--- config.mk ---
export PLATFORM = sky130hd
export DESIGN_NAME = reset_seq
export DESIGN_NICKNAME = d
export VERILOG_FILES = /design/src/rtl/reset_seq_pkg.sv /design/src/rtl/reset_seq_bit_sync.sv /design/src/rtl/reset_seq.sv
export SDC_FILE = /design/constraint.sdc
export NUM_CORES = 1
export LEC_CHECK = 0
export ABC_AREA = 0
export BUFFER_PORTS_ARGS = -buffer_cell sky130_fd_sc_hd__clkbuf_2
export CORE_MARGIN = 4
export CORE_UTILIZATION = 27
export DETAILED_ROUTE_END_ITERATION = 10
export PLACE_DENSITY = 0.41
export SLEW_MARGIN = 20
export SYNTH_ARGS = -nofsm -noshare
export SYNTH_HDL_FRONTEND = slang
export SYNTH_SLANG_ARGS = --single-unit
--- constraint.sdc ---
create_clock -name clk -period 3.3 [get_ports clk]
set_input_delay 0.495 -clock clk [delete_from_list [all_inputs] [get_ports clk]]
set_output_delay 0.495 -clock clk [all_outputs]
set_load 0.005 [all_outputs]
--- src/rtl/reset_seq_pkg.sv ---
// ---------------------------------------------------------------------------
// reset_seq_pkg
// Shared definitions for the reset sequencer:
//   state_t        - sequencer FSM states
//   cnt_width_ok() - checks that a CNT_W-bit counter can hold the largest
//                    load value used by the sequencer
// ---------------------------------------------------------------------------
package reset_seq_pkg;

    typedef enum logic [2:0] {
        WAIT_LOCK,
        DELAY,
        WAIT_DONE,
        RUN,
        ERR
    } state_t;

    // 2**cnt_w > max(stage_dly, timeout) is the same as
    // $clog2(max + 1) <= cnt_w, which avoids overflowing 2**cnt_w.
    function automatic bit cnt_width_ok(input int cnt_w,
                                        input int stage_dly,
                                        input int timeout);
        int m;
        m = (stage_dly > timeout) ? stage_dly : timeout;
        return ($clog2(m + 1) <= cnt_w);
    endfunction

endpackage

--- src/rtl/reset_seq_bit_sync.sv ---
// ---------------------------------------------------------------------------
// bit_sync
// Two-flop synchronizer for a single asynchronous level signal.
// Ports:
//   clk  - destination clock
//   rst  - asynchronous active-high reset, clears both flops to 0
//   i_d  - asynchronous input
//   o_q  - synchronized output (two clk edges of latency)
// ---------------------------------------------------------------------------
module bit_sync (
    input  logic clk,
    input  logic rst,
    input  logic i_d,
    output logic o_q
);

    logic r_meta;
    logic r_sync;

    always_ff @(posedge clk or posedge rst) begin
        if (rst) begin
            r_meta <= 1'b0;
            r_sync <= 1'b0;
        end else begin
            r_meta <= i_d;
            r_sync <= r_meta;
        end
    end

    assign o_q = r_sync;

endmodule

--- src/rtl/reset_seq.sv ---
// ---------------------------------------------------------------------------
// reset_seq
// Reset sequencer: keeps every downstream reset asserted until the PLL lock
// is stable, then releases the stages one at a time in ascending order. Each
// release waits STAGE_DLY cycles and is then acknowledged through that
// stage's init_done within TIMEOUT cycles, otherwise the sequencer parks in
// a sticky error state.
// Ports:
//   clk         - system clock
//   rst         - asynchronous active-high reset
//   lock        - PLL lock, asynchronous (synchronized internally)
//   sw_rst      - single-cycle request to rerun the sequence
//   init_done   - per-stage ready acknowledgement, synchronous to clk
//   stage_rst   - registered active-high reset to each stage
//   stage_idx   - stage currently being sequenced
//   seq_done    - high while every stage is released and running
//   timeout_err - sticky flag, set when a stage fails to acknowledge
// ---------------------------------------------------------------------------
module reset_seq
    import reset_seq_pkg::*;
#(
    parameter int NUM_STAGES = 4,
    parameter int STAGE_DLY  = 1000,
    parameter int TIMEOUT    = 50000,
    parameter int CNT_W      = 16
) (
    input  logic                  clk,
    input  logic                  rst,
    input  logic                  lock,
    input  logic                  sw_rst,
    input  logic [NUM_STAGES-1:0] init_done,
    output logic [NUM_STAGES-1:0] stage_rst,
    output logic [2:0]            stage_idx,
    output logic                  seq_done,
    output logic                  timeout_err
);

    localparam logic [NUM_STAGES-1:0] ALL_ONES = '1;
    localparam logic [CNT_W-1:0]      DLY_LOAD = CNT_W'(STAGE_DLY - 1);
    localparam logic [CNT_W-1:0]      TMO_LOAD = CNT_W'(TIMEOUT - 1);
    localparam logic [2:0]            LAST_IDX = 3'(NUM_STAGES - 1);

    // Elaboration-time parameter sanity checks.
    generate
        if (NUM_STAGES < 1 || NUM_STAGES > 8) begin : g_bad_stages
            $error("reset_seq: NUM_STAGES must be in 1..8");
        end
        if (STAGE_DLY < 1 || TIMEOUT < 1) begin : g_bad_delays
            $error("reset_seq: STAGE_DLY and TIMEOUT must be >= 1");
        end
        if (!cnt_width_ok(CNT_W, STAGE_DLY, TIMEOUT)) begin : g_bad_cnt_w
            $error("reset_seq: CNT_W too small for STAGE_DLY/TIMEOUT");
        end
    endgenerate

    state_t                  r_state;
    logic [CNT_W-1:0]        r_cnt;
    logic [NUM_STAGES-1:0]   r_stage_rst;
    logic [2:0]              r_stage_idx;
    logic                    r_seq_done;
    logic                    r_timeout_err;

    state_t                  w_state;
    logic [CNT_W-1:0]        w_cnt;
    logic [NUM_STAGES-1:0]   w_stage_rst;
    logic [2:0]              w_stage_idx;
    logic                    w_seq_done;
    logic                    w_timeout_err;

    logic                    w_lock_s;
    logic                    w_lock_lost;
    logic                    w_done_sel;
    logic [NUM_STAGES-1:0]   w_idx_mask;

    bit_sync u_lock_sync (
        .clk (clk),
        .rst (rst),
        .i_d (lock),
        .o_q (w_lock_s)
    );

    // Select init_done and build a one-hot mask for the current stage by
    // comparison so the 3-bit index never has to match the vector width.
    always_comb begin
        w_done_sel = 1'b0;
        w_idx_mask = '0;
        for (int k = 0; k < NUM_STAGES; k++) begin
            if (r_stage_idx == 3'(k)) begin
                w_done_sel    = init_done[k];
                w_idx_mask[k] = 1'b1;
            end
        end
    end

    // Lock loss only matters once the sequence has started; in ERR it is
    // ignored so the failing stage index stays visible.
    assign w_lock_lost = !w_lock_s &&
                         (r_state == DELAY || r_state == WAIT_DONE || r_state == RUN);

    // Next-state logic. Lock loss beats sw_rst; both restart from WAIT_LOCK,
    // but only sw_rst clears the sticky error.
    always_comb begin
        w_state       = r_state;
        w_cnt         = r_cnt;
        w_stage_rst   = r_stage_rst;
        w_stage_idx   = r_stage_idx;
        w_seq_done    = r_seq_done;
        w_timeout_err = r_timeout_err;

        if (w_lock_lost || sw_rst) begin
            w_state     = WAIT_LOCK;
            w_cnt       = '0;
            w_stage_rst = ALL_ONES;
            w_stage_idx = 3'd0;
            w_seq_done  = 1'b0;
            if (!w_lock_lost) begin
                w_timeout_err = 1'b0;
            end
        end else begin
            case (r_state)
                WAIT_LOCK: begin
                    w_stage_rst = ALL_ONES;
                    w_stage_idx = 3'd0;
                    w_seq_done  = 1'b0;
                    if (w_lock_s) begin
                        w_state = DELAY;
                        w_cnt   = DLY_LOAD;
                    end
                end

                DELAY: begin
                    if (r_cnt == '0) begin
                        w_stage_rst = r_stage_rst & ~w_idx_mask;
                        w_cnt       = TMO_LOAD;
                        w_state     = WAIT_DONE;
                    end else begin
                        w_cnt = r_cnt - CNT_W'(1);
                    end
                end

                // An acknowledgement on the expiry edge still counts.
                WAIT_DONE: begin
                    if (w_done_sel) begin
                        if (r_stage_idx == LAST_IDX) begin
                            w_state    = RUN;
                            w_seq_done = 1'b1;
                        end else begin
                            w_stage_idx = r_stage_idx + 3'd1;
                            w_cnt       = DLY_LOAD;
                            w_state     = DELAY;
                        end
                    end else if (r_cnt == '0) begin
                        w_state       = ERR;
                        w_stage_rst   = ALL_ONES;
                        w_seq_done    = 1'b0;
                        w_timeout_err = 1'b1;
                    end else begin
                        w_cnt = r_cnt - CNT_W'(1);
                    end
                end

                RUN: begin
                    w_stage_rst = '0;
                    w_seq_done  = 1'b1;
                end

                ERR: begin
                    w_stage_rst   = ALL_ONES;
                    w_seq_done    = 1'b0;
                    w_timeout_err = 1'b1;
                end

                default: begin
                    w_state     = WAIT_LOCK;
                    w_stage_rst = ALL_ONES;
                    w_stage_idx = 3'd0;
                    w_seq_done  = 1'b0;
                end
            endcase
        end
    end

    always_ff @(posedge clk or posedge rst) begin
        if (rst) begin
            r_state       <= WAIT_LOCK;
            r_cnt         <= '0;
            r_stage_rst   <= ALL_ONES;
            r_stage_idx   <= 3'd0;
            r_seq_done    <= 1'b0;
            r_timeout_err <= 1'b0;
        end else begin
            r_state       <= w_state;
            r_cnt         <= w_cnt;
            r_stage_rst   <= w_stage_rst;
            r_stage_idx   <= w_stage_idx;
            r_seq_done    <= w_seq_done;
            r_timeout_err <= w_timeout_err;
        end
    end

    assign stage_rst   = r_stage_rst;
    assign stage_idx   = r_stage_idx;
    assign seq_done    = r_seq_done;
    assign timeout_err = r_timeout_err;

endmodule

# [Yosys cells after proc, flatten, opt, wreduce, memory -nomap -nowiden]
# Cells that the tools add are included.
[word_totals] regBits=30
[classes] n_addsub=2 n_eq_ne=21 mux=41 n_bitwise=2 reduce_logical=18
[op_table] op="$mux 16" n=6
[op_table] op="$pmux 16 s3" n=1
[op_table] op="$mux 3" n=8
[op_table] op="$logic_not 16->1" n=1
[op_table] op="$mux 1" n=16
[op_table] op="$mux 4" n=4
[op_table] op="$sub 16x1->16 const B" n=1
[op_table] op="$eq 3x2->1 const B" n=4
[op_table] op="$ne 3x2->1 const B" n=4
[op_table] op="$pmux 3 s4" n=1
[op_table] op="$pmux 4 s3" n=1
[op_table] op="$reduce_and 4->1" n=3
[op_table] op="$reduce_and 3->1" n=3
[op_table] op="$ne 4x3->1 const B" n=2
[op_table] op="$eq 3x1->1 const B" n=2
[op_table] op="$logic_not 3->1" n=2
[op_table] op="$ne 2x1->1 const B" n=3
[op_table] op="$ne 3x1->1 const B" n=2
[op_table] op="$pmux 3 s2" n=1
[op_table] op="$and 4x4->4" n=1
[op_table] op="$ne 4x2->1 const B" n=1
[op_table] op="$ne 4x4->1 const B" n=1
[op_table] op="$not 4->4" n=1
[op_table] op="$reduce_bool 4->1" n=1
[op_table] op="12 further kinds" n=14

# [Logic depth before layout (Yosys ltp)]
[logic_depth] word_depth=8 ltp_mapped=9 ltp_nobuf=8

# [Cells and area by module]
# A second synthesis with hierarchy kept.
[unflattened] hier_cells=211 area_unflattened_um2=1964.4
[modules_own_cells] module="reset_seq" n_inst=1 cells_each=208 area_per_inst_um2=1910.6 seq_area_each_um2=705.7
[modules_own_cells] module="bit_sync" n_inst=1 cells_each=3 area_per_inst_um2=53.8 seq_area_each_um2=50.0

# [Worst setup path before layout]
# OpenSTA, ideal clock, no wires.
[synth_timing] path_kind="reg-to-reg" start="reg r_cnt[0]" end="reg r_cnt[8]" setup_ns=0.120 arrival_time_ns=2.371 required_time_ns=3.180 setup_slack_ns=0.808 path_stages_with_launch=8 path_buffers=0 path_cell_list="dfrtp_1 -> inv_1 -> ha_1 -> or4b_2 -> nand2b_4 -> or3_2 -> or4b_1 -> o211a_1"
[synth_between] elab_chain_cells=5
[synth_lines] item="start, declared" line="reset_seq.sv:57" source="logic [CNT_W-1:0] r_cnt;"
[synth_lines] item="start signal, assigned" line="reset_seq.sv:193" source="r_cnt <= w_cnt;"
[synth_lines] item="$sub 16x1->16" line="reset_seq.sv:137, reset_seq.sv:158"
[synth_lines] item="$mux 16" line="reset_seq.sv:152" source="end else if (r_cnt == '0) begin"
[synth_lines] item="$mux 16" line="reset_seq.sv:143" source="if (w_done_sel) begin"
[synth_lines] item="$pmux 16 s3" line="reset_seq.sv:120" source="case (r_state)"
[synth_lines] item="$mux 16" line="reset_seq.sv:110" source="if (w_lock_lost || sw_rst) begin"
# Parallel ways exist; a longest one is shown, timed or not. The select of a mux whose other input is x is not followed.
# A chain may end at the register's enable or synchronous reset.

# [Final worst setup path]
[layout_timing] start="reg r_cnt[0]" end="reg r_cnt[9]"
# Same word-level chain as after synthesis.

==> results.md <==
* Power Density at 776 nW/µm²
* Compound-Gate Fraction of Synth Area at 0.255
* Initial antenna violation count at 0
* Clock Sinks at 30
* WL final at 5.17 mm
* Syn Inst Count at 220
* Rel. slew slack at 0.504
* Synthesized area per cell at 8.67 µm²
* WP data required at 3500 ps
* CP Capture Type: flop
* Largest net degree at the start of global routing at 31
* Root Driver: clkbuf_8
* Pre-CTS setup slack at 523 ps
* Top_reg_cell synth: dfrtp_1
* Total CTS buffers at 5
* Switch share at 0.446
* Pins Over Slew Limit at 0
* Max_cap viols at 0
* Die X at 92.0 µm
* Global-route wire length before repair at 8.43 mm
* Detailed Place HPWL at 3.83 mm
* Die Ht at just over 90 µm
* Setup crit start kind: flop
* Total power draw at 0.00170 W
* Status: complete, no violations
* Gr ovfl total at 0
* Sequential element share of the synthesized area at 0.396
* Filler cells at 755
* Crit-path most repeated cell: o21ai_0
* Core Area at 6830 µm²
* CP Data Arrival Time at 3010 ps
* Worst slew pin tran at 737 ps
* Worst-path clk slew at 70 ps
* Setup Buffers After CTS at 0
* Ys Warns at 0
* Vias in the first global route at 1660
* Largest family of logic cells by synthesized area: compound AO/OA/AOI/OAI gates
* CP Buf/Inv Count at 1
* Flops & latches, synth at 30
* Post-synth EDFFs at 0
* Min-Delay Path Class: primary input to async pin
* Delay-heaviest family, CP: simple AND/OR/NAND/NOR gates
* RSZ-0062 raised after global routing: no
* Post-placement cell area at 2100 µm²
* DR DRC count at 0
* Final-report hold violation count at 0
* Fin crit period at between 2000 and 3000 ps
* Clock power share at 0.174
* CTS tree: done
* CP max stage delay at 640 ps
* Seq pwr share at 0.330
* Row cnt at 30
* XOR/XNOR Fraction of Synth Area at 0
* Initial core utilization at 0.279
* Routed wire length per instance at about 15 µm
* Mux share of post-synthesis cell area at 0.0236
* Total number of H-tree levels at 2
* Detailed Routing Iterations Pass 1 at 4
* Synth Cell Area at 1910 µm²
* DIE AREA at 8470 µm²
* Commonest non-fill, non-tap cell in the layout: nand2_1
* Vias after detailed routing at between 1500 and 2000
* Max clock buf depth at 2
* Fmax at 356 MHz
* Clock Latency Late Sink at 290 ps
* Sw Pwr at 0.000756 W
* Slowest CP cell: or4b_2
* Peak VDD IR at 0.277 mV
* Total track usage at 0.125
* GPL Wtd Cong at 0.810
* Count of final setup violators at 0
* # port buffers at 16
* Critical Path Fanout Max at 12
* Post-synthesis adder-cell area fraction at 0.0394
* Io pins at 17
* Combinational share of power at 0.496
* Detailed Route Iter0 Violations at 104
* Sum of negative setup slack at 0 ps
* Post-CTS sizing at 0
* Synth cell types at 51
* Post-route cell area at 2180 µm²
* Async S/R FF share, synth at 1.00
* Area Overhead vs Synth at 14.6%
* Final Skew at 8.67 ps
* Share of cells above drive strength 1 at 0.206
* Hold_buf cts at 0
* Worst path cell trace: inv_1, ha_1, or4b_2, nor4_4, nand3_2, a21oi_2, o21ai_0, o21ai_0
* Mapped Nets at 234
* Internal at roughly 0.00094 W
* Setup WS post-layout at 487 ps
* Vias per inst at 5.00
* Post-DRT Antenna Nets at 0
* Most frequent cells in the layout: 27 x nand2_1, 26 x dfrtp_1, 21 x a21oi_1
* Diodes inserted at 0
* Nets at 256
* Post-Synth Simple-Gate Area at 0.242
* Crit share post-route at 0.852
* Post-layout util at 0.320
* Leak at 0.968 nW
* Crit Path Class: flop to flop
layout make-up:
class / count / area [µm²] / share of cell area
clock buffer: 6 / 72.6 / 0.0332
clock inverter: 2 / 10.0 / 0.00458
inverter: 17 / 63.8 / 0.0292
multi-input combinational: 170 / 1070 / 0.489
sequential: 30 / 756 / 0.346
tap: 96 / 120 / 0.0550
timing repair buffer: 18 / 95.1 / 0.0435
worst paths after layout:
kind                                                   start                      endpoint  slack, ps  cells past startpoint
worst min-delay path                                     rst      stage_idx[0]$_DFFE_PP0P_        270                      3
worst max-delay path                    r_cnt[0]$_DFFE_PP0P_          r_cnt[9]$_DFFE_PP0P_        490                      8
worst min register to register  u_lock_sync.r_meta$_DFF_PP0_     u_lock_sync.o_q$_DFF_PP0_        350                      0
max in group asynchronous                                rst      stage_rst[3]$_DFFE_PP1P_       2700                      3
min in group clk                                        lock  u_lock_sync.r_meta$_DFF_PP0_        310                      1
worst max register to register          r_cnt[0]$_DFFE_PP0P_          r_cnt[9]$_DFFE_PP0P_        490                      8
state kept, by name (all words and copies together) (netlist names):
signal	count
r_cnt	16
u_lock_sync.r_meta	1
timeout_err	1
seq_done	1
stage_rst	4
stage_idx	3
r_state	3
u_lock_sync.o_q	1
logic make-up after synthesis:
family / after synthesis
AND/OR/NAND/NOR: 87
AO/OA/AOI/OAI: 73
flip-flops: 30
buffers and inverters: 20
adder cells (fa/ha/maj): 6
multiplexers: 4
worst min-delay path: cells and delay by family:
kind | cells | cell delay (ps)
buffers and inverters | 3 | 490
synthesized netlist by cell type, types with 4 or more instances:
cell | instances | area share
dfstp_2 | 4 | 0.055
a21oi_1 | 21 | 0.055
mux2_2 | 4 | 0.024
nand2_1 | 27 | 0.053
nor3_1 | 4 | 0.010
a22o_1 | 5 | 0.023
or3_1 | 7 | 0.023
nand3_1 | 5 | 0.013
or2_2 | 4 | 0.013
inv_1 | 17 | 0.033
dfrtp_1 | 26 | 0.34
nor2_1 | 19 | 0.037
o21ai_0 | 13 | 0.034
ha_1 | 6 | 0.039
metal layers:
metal	share of wire	vias to the layer above	routed length, µm	global-route usage
li1	-	857	-	-
met1	0.51	798	2640	0.177
met2	0.44	35	2300	0.189
met3	0.033	6	169	0.0254
met4	0.012	0	61	0.0458
met5	0	-	0	0
power groups by stage:
stage / Combinational, W / Sequential, W / Clock (W)
2_1_floorplan: 0.000637 / 0.000542 / 0
3_3_place_gp: 0.000850 / 0.000567 / 0
3_5_place_dp: 0.000838 / 0.000563 / 0
4_1_cts: 0.000843 / 0.000558 / 0.000305
5_1_grt: 0.000939 / 0.000574 / 0.000322
6_report: 0.000842 / 0.000559 / 0.000295
through the flow:
| stage | cells | hold WS (ps) |
|---|---|---|
| 2_1_floorplan | 220 | 331 |
| 3_3_place_gp | 331 | 337 |
| 3_5_place_dp | 331 | 340 |
| 4_1_cts | 339 | 284 |
| 5_1_grt | 339 | 295 |
| 6_report | 339 | 272 |
No activity file was read; power rests on OpenSTA's default activity.
